`src/rtl/instruction_fetch.sv`:
```
// instruction_fetch: IF stage of the 3-bit CPU; serial program load, PC stepping by 2, JNZ redirect.
// Define IF_BREAKPOINT_EN to add bp_en/bp_addr/bp_hit and the PAUSE state.
module instruction_fetch #(
  parameter int PROG_DEPTH = 16,
  parameter int PC_W       = $clog2(PROG_DEPTH) + 1
) (
  input  logic            clk,
  input  logic            rst_n,
  input  logic            prog_wr_en,
  input  logic [2:0]      prog_wr_data,
  input  logic            clear,
  input  logic            start,
  input  logic            halt_if,
  input  logic            jump_taken,
  input  logic [2:0]      jump_target,
`ifdef IF_BREAKPOINT_EN
  input  logic            bp_en,
  input  logic [PC_W-1:0] bp_addr,
  output logic            bp_hit,
`endif
  output logic [2:0]      opcode_if_reg,
  output logic [2:0]      operand_if_reg,
  output logic            valid_if,
  output logic [PC_W-1:0] pc_if_reg,
  output logic            flush_o,
  output logic            fetch_done
);

  localparam int              AW      = $clog2(PROG_DEPTH);
  localparam logic [PC_W-1:0] DEPTH_L = PC_W'(PROG_DEPTH);

  localparam logic [1:0] S_IDLE  = 2'd0;
  localparam logic [1:0] S_RUN   = 2'd1;
  localparam logic [1:0] S_DONE  = 2'd2;
`ifdef IF_BREAKPOINT_EN
  localparam logic [1:0] S_PAUSE = 2'd3;
`endif

  logic [1:0]      r_state;
  logic [1:0]      w_state_next;
  logic [PC_W-1:0] r_pc;
  logic [PC_W-1:0] r_load_ptr;
  logic [PC_W-1:0] w_pc_plus1;
  logic [PC_W-1:0] w_target;
  logic [2:0]      r_mem [PROG_DEPTH];
  logic            w_write;
  logic            w_jump;
  logic            w_restart;
  logic            w_fetch;
  logic            w_hold;
`ifdef IF_BREAKPOINT_EN
  logic            r_bp_skip;
  logic            w_resume;
  logic            w_slot;
`endif

  // load pointer doubles as program length; it saturates at PROG_DEPTH
  assign w_pc_plus1 = r_pc + PC_W'(1);
  assign w_target   = PC_W'(jump_target);
  assign w_write    = (r_state == S_IDLE) && prog_wr_en && !clear && (r_load_ptr != DEPTH_L);
  assign w_hold     = (r_state == S_RUN) && halt_if && !jump_taken;
`ifdef IF_BREAKPOINT_EN
  assign w_slot     = (r_state == S_RUN) && !jump_taken && !halt_if;
`endif

  always_ff @(posedge clk or negedge rst_n) begin
    if (!rst_n) r_state <= S_IDLE;
    else        r_state <= w_state_next;
  end

  always_comb begin
    w_state_next = r_state;
    w_jump       = 1'b0;
    w_restart    = 1'b0;
    w_fetch      = 1'b0;
`ifdef IF_BREAKPOINT_EN
    w_resume     = 1'b0;
`endif
    if (clear) begin
      w_state_next = S_IDLE;
    end else begin
      case (r_state)
        S_IDLE: begin
          if (start && !prog_wr_en) begin
            if (r_load_ptr >= PC_W'(2)) begin
              w_state_next = S_RUN;
              w_restart    = 1'b1;
            end else begin
              w_state_next = S_DONE;
            end
          end
        end
        S_RUN: begin
          if (jump_taken) begin
            w_jump = 1'b1;
          end else if (!halt_if) begin
`ifdef IF_BREAKPOINT_EN
            if (bp_en && (r_pc == bp_addr) && !r_bp_skip) w_state_next = S_PAUSE;
            else
`endif
            if (w_pc_plus1 < r_load_ptr) w_fetch = 1'b1;
            else                         w_state_next = S_DONE;
          end
        end
        S_DONE: begin
          // a JNZ that was the last instruction resolves after IF ran off the end
          if (jump_taken) begin
            w_jump       = 1'b1;
            w_state_next = S_RUN;
          end else if (start) begin
            w_restart    = 1'b1;
            w_state_next = S_RUN;
          end
        end
`ifdef IF_BREAKPOINT_EN
        S_PAUSE: begin
          if (jump_taken) begin
            w_jump       = 1'b1;
            w_state_next = S_RUN;
          end else if (start) begin
            w_resume     = 1'b1;
            w_state_next = S_RUN;
          end
        end
`endif
        default: w_state_next = S_IDLE;
      endcase
    end
  end

  always_comb begin
    fetch_done = (r_state == S_DONE);
`ifdef IF_BREAKPOINT_EN
    bp_hit     = (r_state == S_PAUSE);
`endif
  end

  always_ff @(posedge clk) begin
    if (w_write) r_mem[r_load_ptr[AW-1:0]] <= prog_wr_data;
  end

  always_ff @(posedge clk or negedge rst_n) begin
    if (!rst_n) begin
      r_pc           <= '0;
      r_load_ptr     <= '0;
      opcode_if_reg  <= '0;
      operand_if_reg <= '0;
      pc_if_reg      <= '0;
      valid_if       <= 1'b0;
      flush_o        <= 1'b0;
    end else if (clear) begin
      r_pc           <= '0;
      r_load_ptr     <= '0;
      opcode_if_reg  <= '0;
      operand_if_reg <= '0;
      pc_if_reg      <= '0;
      valid_if       <= 1'b0;
      flush_o        <= 1'b0;
    end else begin
      flush_o <= w_jump;
      if (w_write) r_load_ptr <= r_load_ptr + PC_W'(1);
      if (w_jump) begin
        r_pc     <= w_target;
        valid_if <= 1'b0;
      end else if (w_restart) begin
        r_pc     <= '0;
        valid_if <= 1'b0;
      end else if (w_fetch) begin
        opcode_if_reg  <= r_mem[r_pc[AW-1:0]];
        operand_if_reg <= r_mem[w_pc_plus1[AW-1:0]];
        pc_if_reg      <= r_pc;
        valid_if       <= 1'b1;
        r_pc           <= r_pc + PC_W'(2);
      end else if (!w_hold) begin
        valid_if <= 1'b0;
      end
    end
  end

`ifdef IF_BREAKPOINT_EN
  // skip flag lets the resumed fetch pass the breakpoint address exactly once
  always_ff @(posedge clk or negedge rst_n) begin
    if (!rst_n)                          r_bp_skip <= 1'b0;
    else if (clear || w_jump || w_restart) r_bp_skip <= 1'b0;
    else if (w_resume)                   r_bp_skip <= 1'b1;
    else if (w_slot)                     r_bp_skip <= 1'b0;
  end
`endif

endmodule

```
`config.mk`:
```
export PLATFORM = sky130hd
export DESIGN_NAME = instruction_fetch
export DESIGN_NICKNAME = d
export VERILOG_FILES = /design/src/rtl/instruction_fetch.sv
export SDC_FILE = /design/constraint.sdc
export NUM_CORES = 1
export LEC_CHECK = 0
export CAP_MARGIN = 0
export CORE_MARGIN = 2
export CORE_UTILIZATION = 35
export DETAILED_ROUTE_END_ITERATION = 8
export PLACE_DENSITY = 0.53
export RECOVER_POWER = 25
export SLEW_MARGIN = 20
export SYNTH_ARGS = -nofsm -noshare
export SYNTH_HDL_FRONTEND = slang
export SYNTH_SLANG_ARGS = --single-unit
```
`constraint.sdc`:
```
create_clock -name clk -period 3 [get_ports clk]
set_input_delay 0.9 -clock clk [delete_from_list [all_inputs] [get_ports clk]]
set_output_delay 0.9 -clock clk [all_outputs]
set_load 0.03 [all_outputs]
```
==> flow_summary.toml <==
[final_layout]
area_growth_pct = 16.7
layout_common_cells = "edfxtp_1, nor2_1, dfrtp_1, nand2_1, clkdlybuf4s50_1"
largest_reg_flops = 48
fin_nets = 346
multiInputGateArea_um2 = 1670
diodes = 0
fillers = 990
layout-drive-gt1-share = 0.148
final_common_cell = "edfxtp_1"
seq_area_um2 = 2070

[timing]
finalHoldViolations = 0
tightest_slew_ns = 1.44
fin_crit_sh = 0.884
timing.hold.ws_ns = 0.543
slew_headroom = 0.0373
setup_viol = 0
finalSetupTns_ns = 0
fin_skew_ns = 0.0126
final.min_clock_period_ns = 2.65
clock.fmax_mhz = 377
rsz0062_at_grt = "false"
slew_violations = 0

[clocking]
clock-root-buffer = "clkbuf_8"
cts_tree = "built"
clock_sinks = 73
clock_latency_ns = 0.35
path_clk_slew_ns = 0.09
numCtsBuffers = 9
post_cts_resized = 0
post_cts_buffers = 0
clockBufferDepth = 2
cts_hold_buffers = 0
htree_levels = 3

[route]
top_layer = "met4"
met3_length_um = 321
antenna_left = 0
remaining_drc_errors = 0
first_iter_violations = 175
met2_wirelength_mm = 4.20
routed_wl_mm = 8.84
vias = 2507
wl_per_cell_um = 19.0
first_pass_iters = 4
wl_met1_mm = 4.24
vias_per_cell = 5.39

[placed_design]
numPortBuffers = 26
gp_congestion = 0.820
dp.final_hpwl_mm = 6.38

[floorplanning]
fp.dieH_um = 109
core.rowCount = 38
dieArea_um2 = 11800
ios = 27
initial_core_util = 0.356
die_x_um = 109
core-area_um2 = 10800

[run_status]
status = "finished clean"

[run]
maxCapViolCount = 0

[power]
p_leak_uw = 0.00162
power.density_nw_per_um2 = 655
vdd_drop_max_uv = 241

[setup_path]
critical_path_arrival_ns = 2.88
critical_path_peak_fanout = 13
crit_type = "reg2reg"
critPathCaptureType = "register"
critPathRequiredTime_ns = 3.23
startpoint_type = "register"

[global_route]
grt_pass1_vias = 2595
antenna_found_initial = 0
gr-total-overflow = 0
grt_start_max_net_pins = 29
grt_pass1_wl_mm = 14.3
grt_usage = 0.162

[min_path]
hp-class = "reg2reg"

[synthesis]
synth.avg_cell_area_um2 = 13.4
synthFlopType = "edfxtp_1"
ys_seq_elements = 73
syn_nets = 312
yosysWarnings = 0
ys_seq_area_frac = 0.537
async_flop_share = 0.342
syn_inst = 286
synth_edf_count = 48
synth_area_um2 = 3850
synth_cell_type_count = 50
[report_power, final]
group	internal (µW)	switching, µW
Combinational	422	517
Sequential	1120	67.8
Clock	397	410
Total	1940	995
[worst paths after layout]
kind	cells past startpoint	endpoint	from	slack (ns)
setup / recovery	9	r_pc[1]	r_pc[2]	0.35
hold / removal	2	operand_if_reg[1]	operand_if_reg[1]	0.54
setup reg to reg	9	r_pc[1]	r_pc[2]	0.35
hold reg to reg	2	operand_if_reg[1]	operand_if_reg[1]	0.54
max in group asynchronous	2	r_load_ptr[2]	rst_n	0.74
min in group asynchronous	2	valid_if	rst_n	1.41
[stage by stage]
step | cell area, µm² | util | total power, µW | cells | setup slack [ns]
global placement | 4290 | 0.397 | 2150 | 449 | 0.160
finish | 4490 | 0.416 | 2940 | 465 | 0.347
CTS | 4490 | 0.416 | 2970 | 465 | 0.322
global route | 4490 | 0.416 | 3110 | 465 | 0.0561
floorplan | 3850 | - | 1900 | 286 | 0.592
detailed placement | 4290 | 0.397 | 2160 | 449 | 0.138
[critical path, stage by stage (launching register included)]
cell and delay [ns]:
dfrtp_1 0.61, and2_1 0.29, nand2_1 0.09, xnor2_1 0.21, ha_1 0.28, nand2_1 0.08
and4b_1 0.27, o21a_1 0.44, xnor2_1 0.17, o21ai_0 0.09
[metal layers]
layer  up-vias  global-route usage
met5         -                   0
met4         0              0.0385
met3         9              0.0311
met2        59               0.268
met1      1270               0.220
li1       1169                   -
[cell type report]
cell class,count,share of cell area
Clock buffer,9,0.0276
Clock inverter,7,0.0181
Inverter,10,0.00837
Multi-Input combinational cell,190,0.372
Sequential cell,73,0.461
Tap cell,140,0.0390
Timing Repair Buffer,36,0.0739
[cell families after synthesis]
kind of cell	synth area share
xor gates and xnor gates	0.0231
adders and majority gates	0.0423
and+or+nand+nor	0.0940
muxes	0.173
AOI/OAI and AO/OA	0.101
DFF	0.537
buffers and inverters	0.0283
[cells in the mapped netlist, types with 2 or more instances]
cell | count | share of area
nand4_1 | 2 | 0.0033
mux4_2 | 17 | 0.10
nor2b_1 | 2 | 0.0033
inv_1 | 10 | 0.0098
buf_2 | 6 | 0.0078
o21a_1 | 2 | 0.0039
and2_1 | 2 | 0.0033
a21oi_1 | 16 | 0.021
ha_1 | 13 | 0.042
nor2_1 | 26 | 0.025
buf_4 | 2 | 0.0039
mux2i_1 | 10 | 0.026
xor2_1 | 2 | 0.0046
a22oi_1 | 7 | 0.014
nor3_1 | 2 | 0.0026
dfrtp_1 | 25 | 0.16
o31ai_1 | 2 | 0.0039
nand3_1 | 12 | 0.016
clkbuf_1 | 4 | 0.0039
o21bai_1 | 2 | 0.0039
nand2_1 | 24 | 0.023
xnor2_1 | 5 | 0.011
edfxtp_1 | 48 | 0.37
mux4_1 | 7 | 0.048
o21ai_0 | 13 | 0.017
(Power assumes the default switching activity.)
